### config.mk
export PLATFORM = sky130hd
export DESIGN_NAME = seg7_number_display_flat
export DESIGN_NICKNAME = d
export VERILOG_FILES = /design/src/rtl/seg7_pkg.sv /design/src/rtl/seg7_number_display_if.sv /design/src/rtl/seg7_glyph.sv /design/src/rtl/seg7_number_display.sv /design/src/flat_wrapper.sv
export SDC_FILE = /design/constraint.sdc
export NUM_CORES = 1
export LEC_CHECK = 0
export ABC_AREA = 1
export CAP_MARGIN = 40
export CORE_MARGIN = 3
export CORE_UTILIZATION = 33
export CTS_CLUSTER_DIAMETER = 200
export CTS_CLUSTER_SIZE = 14
export DETAILED_ROUTE_END_ITERATION = 12
export GPL_ROUTABILITY_DRIVEN = 0
export PLACE_DENSITY = 0.57
export SYNTH_ARGS = -nofsm -noshare
export SYNTH_HDL_FRONTEND = slang
export SYNTH_SLANG_ARGS = --single-unit
### constraint.sdc
create_clock -name i_clk -period 2.6 [get_ports i_clk]
set_clock_uncertainty 0.2 [all_clocks]
set_input_delay 0.39 -clock i_clk [delete_from_list [all_inputs] [get_ports i_clk]]
set_output_delay 0.39 -clock i_clk [all_outputs]
set_load 0.1 [all_outputs]
### src/rtl/seg7_pkg.sv
// Shared types and glyph constants for the seven-segment number display.
// Segment bit order 6..0: middle, upper-left, lower-left, bottom, lower-right, upper-right, top.
package seg7_pkg;

    typedef enum logic [1:0] {
        StIdle,
        StConv,
        StDone
    } state_e;

    // Segments are active-low: 1 = dark.
    localparam logic [6:0] GLYPH_0 = 7'b1000000;
    localparam logic [6:0] GLYPH_1 = 7'b1111001;
    localparam logic [6:0] GLYPH_2 = 7'b0100100;
    localparam logic [6:0] GLYPH_3 = 7'b0110000;
    localparam logic [6:0] GLYPH_4 = 7'b0011001;
    localparam logic [6:0] GLYPH_5 = 7'b0010010;
    localparam logic [6:0] GLYPH_6 = 7'b0000010;
    localparam logic [6:0] GLYPH_7 = 7'b1011000;
    localparam logic [6:0] GLYPH_8 = 7'b0000000;
    localparam logic [6:0] GLYPH_9 = 7'b0010000;
    localparam logic [6:0] DASH    = 7'b0111111;
    localparam logic [6:0] DARK    = 7'b1111111;

endpackage

### src/rtl/seg7_number_display_if.sv
// Load handshake, display controls and segment outputs of the number display.
interface seg7_number_display_if #(
    parameter int unsigned WIDTH = 16,
    parameter int unsigned NDIG  = 8
);
    logic                  i_valid;
    logic                  o_ready;
    logic [WIDTH-1:0]      i_value;
    logic                  i_blank_lz;
    logic                  i_blink;
    logic [NDIG-1:0][6:0]  o_seg;

    modport master (
        output i_valid, i_value, i_blank_lz, i_blink,
        input  o_ready, o_seg
    );

    modport slave (
        input  i_valid, i_value, i_blank_lz, i_blink,
        output o_ready, o_seg
    );
endinterface

### src/rtl/seg7_glyph.sv
// Combinational BCD digit to seven-segment pattern decoder (active-low segments).
module seg7_glyph
    import seg7_pkg::*;
(
    input  logic [3:0] i_bcd,
    output logic [6:0] o_seg
);

    always_comb begin
        o_seg = DARK;
        case (i_bcd)
            4'd0:    o_seg = GLYPH_0;
            4'd1:    o_seg = GLYPH_1;
            4'd2:    o_seg = GLYPH_2;
            4'd3:    o_seg = GLYPH_3;
            4'd4:    o_seg = GLYPH_4;
            4'd5:    o_seg = GLYPH_5;
            4'd6:    o_seg = GLYPH_6;
            4'd7:    o_seg = GLYPH_7;
            4'd8:    o_seg = GLYPH_8;
            4'd9:    o_seg = GLYPH_9;
            default: o_seg = DARK;
        endcase
    end

endmodule

### src/rtl/seg7_number_display.sv
// Binary-to-decimal seven-segment display: serial double-dabble conversion, one bit per cycle,
// with leading-zero blanking, overflow dashes and a free-running blink gate.
module seg7_number_display
    import seg7_pkg::*;
#(
    parameter int unsigned WIDTH     = 16,
    parameter int unsigned NDIG      = 8,
    parameter int unsigned BLINK_DIV = 24
) (
    input logic                  i_clk,
    input logic                  i_rst_n,
    seg7_number_display_if.slave bus
);

    localparam int unsigned BW = 4 * NDIG;
    localparam int unsigned CW = $clog2(WIDTH + 1);

    state_e               state_q, state_d;
    logic                 accept;
    logic                 last_iter;
    logic [WIDTH-1:0]     bin_q;
    logic [BW-1:0]        bcd_q, bcd_adj;
    logic                 ovf_q;
    logic                 blank_q;
    logic [CW-1:0]        cnt_q;
    logic [NDIG-1:0][6:0] disp_q, disp_d, glyph;
    logic [NDIG-1:0]      lead_zero;
    logic                 zero_above;
    logic [BLINK_DIV-1:0] blink_q;

    assign accept    = (state_q == StIdle) && bus.i_valid;
    assign last_iter = (cnt_q == CW'(WIDTH - 1));

    always_ff @(posedge i_clk) begin
        if (!i_rst_n) state_q <= StIdle;
        else          state_q <= state_d;
    end

    always_comb begin
        state_d = state_q;
        unique case (state_q)
            StIdle:  if (accept) state_d = StConv;
            StConv:  if (last_iter) state_d = StDone;
            StDone:  state_d = StIdle;
            default: state_d = StIdle;
        endcase
    end

    always_comb begin
        bus.o_ready = (state_q == StIdle);
    end

    // Add 3 to every digit of 5 or more before the shift.
    always_comb begin
        bcd_adj = bcd_q;
        for (int i = 0; i < int'(NDIG); i++) begin
            if (bcd_q[4*i +: 4] >= 4'd5) bcd_adj[4*i +: 4] = bcd_q[4*i +: 4] + 4'd3;
        end
    end

    always_ff @(posedge i_clk) begin
        if (!i_rst_n) begin
            bin_q   <= '0;
            bcd_q   <= '0;
            ovf_q   <= 1'b0;
            blank_q <= 1'b0;
            cnt_q   <= '0;
            disp_q  <= {NDIG{DARK}};
        end else if (accept) begin
            bin_q   <= bus.i_value;
            blank_q <= bus.i_blank_lz;
            bcd_q   <= '0;
            ovf_q   <= 1'b0;
            cnt_q   <= '0;
        end else if (state_q == StConv) begin
            bcd_q   <= {bcd_adj[BW-2:0], bin_q[WIDTH-1]};
            bin_q   <= bin_q << 1;
            ovf_q   <= ovf_q | bcd_adj[BW-1];
            cnt_q   <= cnt_q + 1'b1;
        end else if (state_q == StDone) begin
            disp_q  <= disp_d;
        end
    end

    always_ff @(posedge i_clk) begin
        if (!i_rst_n) blink_q <= '0;
        else          blink_q <= blink_q + 1'b1;
    end

    for (genvar g = 0; g < int'(NDIG); g++) begin : g_digit
        seg7_glyph u_glyph (
            .i_bcd (bcd_q[4*g +: 4]),
            .o_seg (glyph[g])
        );
    end

    // A digit is a leading zero when it and every digit above it are zero; digit 0 never is.
    always_comb begin
        lead_zero  = '0;
        zero_above = 1'b1;
        for (int i = int'(NDIG) - 1; i >= 1; i--) begin
            zero_above   = zero_above && (bcd_q[4*i +: 4] == 4'd0);
            lead_zero[i] = zero_above;
        end
    end

    always_comb begin
        disp_d = glyph;
        for (int i = 0; i < int'(NDIG); i++) begin
            if (ovf_q)                        disp_d[i] = DASH;
            else if (blank_q && lead_zero[i]) disp_d[i] = DARK;
        end
    end

    always_comb begin
        bus.o_seg = (bus.i_blink && blink_q[BLINK_DIV-1]) ? {NDIG{DARK}} : disp_q;
    end

endmodule
### src/flat_wrapper.sv
// flat-port wrapper written by rule: the top's interface ports become plain ports
module seg7_number_display_flat import seg7_pkg::*;
#(
    parameter int unsigned WIDTH     = 16,
    parameter int unsigned NDIG      = 8,
    parameter int unsigned BLINK_DIV = 24
)
  (i_clk, i_rst_n, bus_i_valid, bus_i_value, bus_i_blank_lz, bus_i_blink, bus_o_ready, bus_o_seg);
  seg7_number_display_if #(.WIDTH(WIDTH), .NDIG(NDIG)) bus_i ();
  input logic i_clk;
  input logic i_rst_n;
  input wire logic [$bits(bus_i.i_valid)-1:0] bus_i_valid;
  input wire logic [$bits(bus_i.i_value)-1:0] bus_i_value;
  input wire logic [$bits(bus_i.i_blank_lz)-1:0] bus_i_blank_lz;
  input wire logic [$bits(bus_i.i_blink)-1:0] bus_i_blink;
  output wire logic [$bits(bus_i.o_ready)-1:0] bus_o_ready;
  output wire logic [$bits(bus_i.o_seg)-1:0] bus_o_seg;
  assign bus_i.i_valid = bus_i_valid;
  assign bus_i.i_value = bus_i_value;
  assign bus_i.i_blank_lz = bus_i_blank_lz;
  assign bus_i.i_blink = bus_i_blink;
  assign bus_o_ready = bus_i.o_ready;
  assign bus_o_seg = bus_i.o_seg;
  seg7_number_display #(.WIDTH(WIDTH), .NDIG(NDIG), .BLINK_DIV(BLINK_DIV)) u_core (.i_clk(i_clk), .i_rst_n(i_rst_n), .bus(bus_i));
endmodule
Word-level counts from Yosys, hierarchy flattened
Memory sizes are Yosys's and may differ from the RTL's. A register that Yosys moved wholly into a read port is not among the register bits.
Cells that the tools add are included.

word-level totals
  output and inout port bits = 57
  memories kept = 8
  input bits = 21
  memory bits (read-only) = 896
  bits in registers = 137

memories
  memory            depth  bits a word  read ports  clocked after Yosys merged registers in  wr ports  RTL line          text
  (name not given)  16     7            1           1                                        0         seg7_glyph.sv:11  case (i_bcd)
  (name not given)  16     7            1           1                                        0         seg7_glyph.sv:11
  (name not given)  16     7            1           1                                        0         seg7_glyph.sv:11
  (name not given)  16     7            1           1                                        0         seg7_glyph.sv:11
  (name not given)  16     7            1           1                                        0         seg7_glyph.sv:11
  (name not given)  16     7            1           1                                        0         seg7_glyph.sv:11
  2 more memories   --     --           --          --                                       --        --

cells by class
  $lt $le $gt $ge = 8
  equal/unequal tests = 5
  reductions and logical operators = 27
  bitwise gates (word level) = 4
  $add $sub $neg = 10
  multiplexer cells = 45

operator list
  operator                 count
  $mux W7                  15
  $mux W4                  24
  $mux W56                 1
  $add A4 B2 Y4 const B    8
  $ge A4 B3 Y1 const B     8
  $mux W16                 2
  $logic_not A4 Y1         7
  $add A24 B1 Y24 const B  1
  $logic_and A1 B1 Y1      15
  $add A5 B1 Y5 const B    1
  $eq A5 B4 Y1 const B     1
  $mux W2                  2
  $ne A2 B1 Y1 const B     2
  $pmux W2 S2              1
  $not A1 Y1               3
  $reduce_and A3 Y1        1
  $eq A2 B1 Y1 const B     1
  $eq A2 B2 Y1 const B     1
  $logic_not A2 Y1         1
  $reduce_and A2 Y1        1
  $reduce_bool A2 Y1       1
  $reduce_or A2 Y1         1
  $or A1 B1 Y1             1

Depth between registers and ports, before layout
  depth after elaboration = 10
  gate-level depth with buffers = 17
  gate-level depth less buffers = 17

Cells and area by module
From an unflattened synthesis, not the netlist that was laid out.

second synthesis, totals
  cells, all modules = 1198
  area, all modules = 8066.5 µm²

modules (own cells, without submodules)
  module               cells each  times used  sequential area each (µm²)  area each (µm²)
  seg7_number_display  926         1           2742.6                      6575.1
  seg7_glyph           34          8           0.0                         186.4

Worst setup path after synthesis
Ideal clock, no wire load.

  path type = register to register
  start point = register u_core.state_q[0]
  end point = register, netlist name u_core.g_digit[1].u_glyph.o_seg[3]
  stages on the path, launching flop included = 13
  arrival = 2431 ps
  path buffers = 2
  required time = 2286 ps
  setup slack = -145 ps
  cells stage by stage = dfxtp_1 nor2_2 nand2_4 nand2_4 inv_4 buf_6 buf_2 nand2_1 ha_1 nand4_1 nand2_1 nand2_1 nand2_1

between the ends
  cells in the longest elaborated chain, start to end = 4
  elaborated cells between the ends (all ways) = 6
  classes of those cells = 1 x eq/ne; 2 x mux; 3 x reduce/logical

RTL lines
  element                     RTL line                   text
  start: declaration          seg7_number_display.sv:18  state_e state_q, state_d;
  start signal: assignment    seg7_number_display.sv:35  if (!i_rst_n) state_q <= StIdle;
  start signal: assignment    seg7_number_display.sv:36  else state_q <= state_d;
  $logic_not A2 Y1            --
  via bus_o_ready             flat_wrapper.sv:16         output wire logic [$bits(bus_i.o_ready)-1:0] bus_o_ready;
  $logic_and A1 B1 Y1         seg7_number_display.sv:31  assign accept = (state_q == StIdle) && bus.i_valid;
  $reduce_or A2 Y1 (no line)  --
  $mux W4 (no line)           --

The timed path passes the listed nets, and every way through them passes these cells.
A chain may end at the register's enable or synchronous reset.

Worst setup path after layout
  start point = register u_core.bcd_q[16]
  end point = register, netlist name u_core.g_digit[4].u_glyph.o_seg[3]

between the ends
  cells in the longest elaborated chain, start to end = 4
  elaborated cells between the ends (all ways) = 5
  classes of those cells = 1 x add/sub; 1 x order compare; 3 x mux

RTL lines
  element                                        RTL line                   text
  start: declaration                             seg7_number_display.sv:22  logic [BW-1:0] bcd_q, bcd_adj;
  start signal: assignment                       seg7_number_display.sv:76  bcd_q <= {bcd_adj[BW-2:0], bin_q[WIDTH-1]};
  $add A4 B2 Y4 or $ge A4 B3 Y1 (tied branches)  seg7_number_display.sv:57  if (bcd_q[4*i +: 4] >= 4'd5) bcd_adj[4*i +: 4] = bcd_q[4*i +: 4] + 4'd3;
  $mux W4                                        seg7_number_display.sv:57
  $mux W4 (no line) * (2 in series)              --

Mark *: on every way between the ends. The rest lies on a longest branch, timed or not.

==> results.toml <==
[logic_synthesis]
syn_avg_cell_area_um2 = 6.99
syn_inst = 1406
syn_area_mm2 = 0.00983
netlist.top_cell.by_area = "dfxtp_1"
yosysWarnings = 0
synth_edf_count = 0
synth-compound-area-share_pct = 8.32
ys_top_cells_by_area = "dfxtp_1, nand2_1, ha_1, inv_1, nand3_1"
synthArstFlopShare_pct = 0
synth_xor_area_share_pct = 0.267
yosys.area_share.simple_pct = 33.4
synth_top_flop_cell = "dfxtp_1"
synth-adder-area-share_pct = 8.40
syn_nets = 1493
muxShareOfSynthArea_pct = 0
synth_top_family_by_area = "simple AND/OR/NAND/NOR gates"
synth-seq-cells = 193
ys_seq_area_share_pct = 39.3
synth_top_area_share_pct = 39.3
yosysUniqueCellTypes = 40

[finish]
finish.utilization_pct = 42.1
fillers = 3018
drive_gt1_share_pct = 12.3
area_growth_pct = 24.2
finalNetCount = 1571
num_antenna_cells = 0
fin_cells = 1881
final_cell_mix = "nand2_1, dfxtp_1, inv_1"
final_common_cell = "nand2_1"
register_area_mm2 = 0.00386
multi_input_area_mm2 = 0.00497

[clock_network]
root_buffer = "clkbuf_16"
post_cts_resized = 0
cts_sinks = 193
hold_buffers = 0
cts_tree = "built"
clk_latency_ps = 440
clockBufferDepth = 2
cts_made_buffers = 17
clk_pin_slew_ps = 70
cts_setup_buffers = 0
htree_levels = 4

[global_route]
overflow = 0
grt_pass1_wl_um = 38400
grt_pass1_vias = 8296
grt_usage_pct = 14.5
grt_max_degree = 59
grt_antenna_before_repair = 0

[min_path]
hold_start = "u_core.g_digit[4].u_glyph.o_seg[2]$_DFF_P_"
hold_class = "flip-flop to flip-flop"
whs_endpoint = "u_core.disp_q[30]$_SDFFE_PN1P_"
holdPathStages = 2

[critical_path]
worstPathArrival_ps = 2330
critPathSlowestCell = "dfxtp_1"
crit_type = "flip-flop to flip-flop"
rr_endpoint = "u_core.g_digit[4].u_glyph.o_seg[3]$_DFF_P_"
cp_common_cell = "nand2_1"
reg2regPathDepth = 13
critPathLaunchType = "flip-flop"
critPathMaxStageDelay_ps = 410
path_delay_family = "simple AND/OR/NAND/NOR gates"
r2r_slack_ps = 400
critPathRequiredTime_ps = 2730
crit_path_cell_trace = "inv_1, ha_1, nand3_1, nand2_1, nand2_1, nand3_1, nand3_2, inv_1, ha_1, nand4_1, nand2_1, nand2_1, nand2_1"
rr_startpoint = "u_core.bcd_q[16]$_SDFFE_PP0N_"
end_kind = "flip-flop"
path_buf_inv = 2
cp_max_fo = 6

[floorplanning]
ioPinCount = 78
start_util_pct = 33.9
core_area_mm2 = 0.0290
die_height_um = 179
dieArea_mm2 = 0.0319
die_w_um = 179
num_rows = 62

[power_and_ir_drop]
p_int_uw = 4650
power.density_mw_per_mm2 = 523
p_sw_uw = 1740
p_comb_share_pct = 9.8
clock_power_share_pct = 41.6
peakVddDrop_uv = 364
seqPwrFrac_pct = 48.6
p_leak_uw = 0.00627
p_sw_share_pct = 27.3

[routing]
drtIter0Drc = 502
viasPerCell = 4.57
finalWirelength_um = 22100
ant_nets = 0
vias = 8597
dr.pass1.iters = 5
remaining_drc_errors = 0
wire_per_inst_um = 11.7

[sta]
rsz0062_at_grt = "no"
worst-slew-pin-transition_ps = 819
holdWs_ps = 251
slew_violations = 0
hold_violations = 0
period_needed_ps = 2200
fmax_mhz = 454
finalSetupViolCount = 0
slew_headroom_pct = 45.4
period_share_pct = 84.7
finalSetupTns_ps = 0

[placement]
dp_hpwl_um = 16200
place.port_buffers = 77
dp.cells = 1849

[outcome]
status = "finished, final reports clean"

[run]
cap_violations = 0
## flip-flops by register name (all words and copies together) (netlist names)
signal and count:
u_core.disp_q 56, u_core.g_digit.u_glyph.o_seg 56, u_core.bcd_q 32, u_core.blink_q 24, u_core.bin_q 16, u_core.cnt_q 5
u_core.state_q 2, u_core.blank_q 1, u_core.ovf_q 1
## stage by stage
stage	total power, uW	setup slack [ps]	cell area (um^2)
floorplan	3640	202	9840
global placement	3800	211	11600
detailed placement	3800	185	11600
CTS	6490	397	12200
global route	6700	202	12200
finish	6390	397	12200
## per-layer routing
layer | wire [um] | GRT usage (%)
met4 | 318 | 4.87
met2 | 10300 | 24.5
met5 | 0 | 0
met1 | 10700 | 18.7
met3 | 676 | 2.62
## power groups by stage
| stage | clock [uW] | combinational, uW | sequential (uW) |
|---|---|---|---|
| floorplan | 0 | 482 | 3160 |
| global placement | 0 | 623 | 3170 |
| detailed placement | 0 | 629 | 3170 |
| CTS | 2750 | 632 | 3110 |
| global route | 2870 | 720 | 3120 |
| finish | 2660 | 627 | 3110 |
## cell families after synthesis
family,after synthesis
fa+ha+maj,66
xor+xnor,3
simple gates,754
buf+inv,248
compound gates,142
flops,193
## layout make-up
type / count / area share [%]
multi-input combinational: 965 / 40.7
sequential: 193 / 31.6
timing repair buffer: 104 / 12.6
inverter: 203 / 6.26
tap: 384 / 3.93
clock buffer: 17 / 3.48
clock inverter: 15 / 1.39
## synthesized netlist by cell type (2+ instances only)
cell type and count:
buf_6 5, nand3_1 78, o21ai_1 6, nor3b_1 2, nand2_2 16, a21oi_1 40
o21ai_0 39, nor3_1 11, dfxtp_1 193, inv_1 191, o211ai_1 4, nand2_1 507
nor2_4 5, o22ai_1 30, nand3b_1 6, inv_2 11, nor2_2 4, xnor2_1 2
buf_2 6, o21ai_2 3, nand3_2 14, nand4_1 37, a31oi_1 15, clkbuf_1 26
nand2_4 3, nor2_1 62, buf_4 6, ha_1 66, a21oi_4 2, or2_2 6
## worst min-delay path, delay by kind of cell, from the launching register on
family	cells	cell delay [ps]
flip-flops	1	310
AND/OR/NAND/NOR	1	50
AO/OA/AOI/OAI	1	60
## worst max path at each step
stage	from	to	slack, ps	cells after the start
final	u_core.bcd_q[16]$_SDFFE_PP0N_	u_core.g_digit[4].u_glyph.o_seg[3]$_DFF_P_	400	13
after global routing	u_core.bcd_q[4]$_SDFFE_PP0N_	u_core.g_digit[2].u_glyph.o_seg[3]$_DFF_P_	200	13
after CTS	u_core.bcd_q[16]$_SDFFE_PP0N_	u_core.g_digit[4].u_glyph.o_seg[3]$_DFF_P_	400	13
after detailed placement	bus_i_valid	u_core.g_digit[6].u_glyph.o_seg[3]$_DFF_P_	180	11
after global placement	bus_i_valid	u_core.g_digit[6].u_glyph.o_seg[3]$_DFF_P_	210	11
after floorplan	u_core.state_q[0]$_SDFFE_PN0P_	u_core.g_digit[1].u_glyph.o_seg[3]$_DFF_P_	200	12
Note: power is estimated with default switching activity, not from simulation.
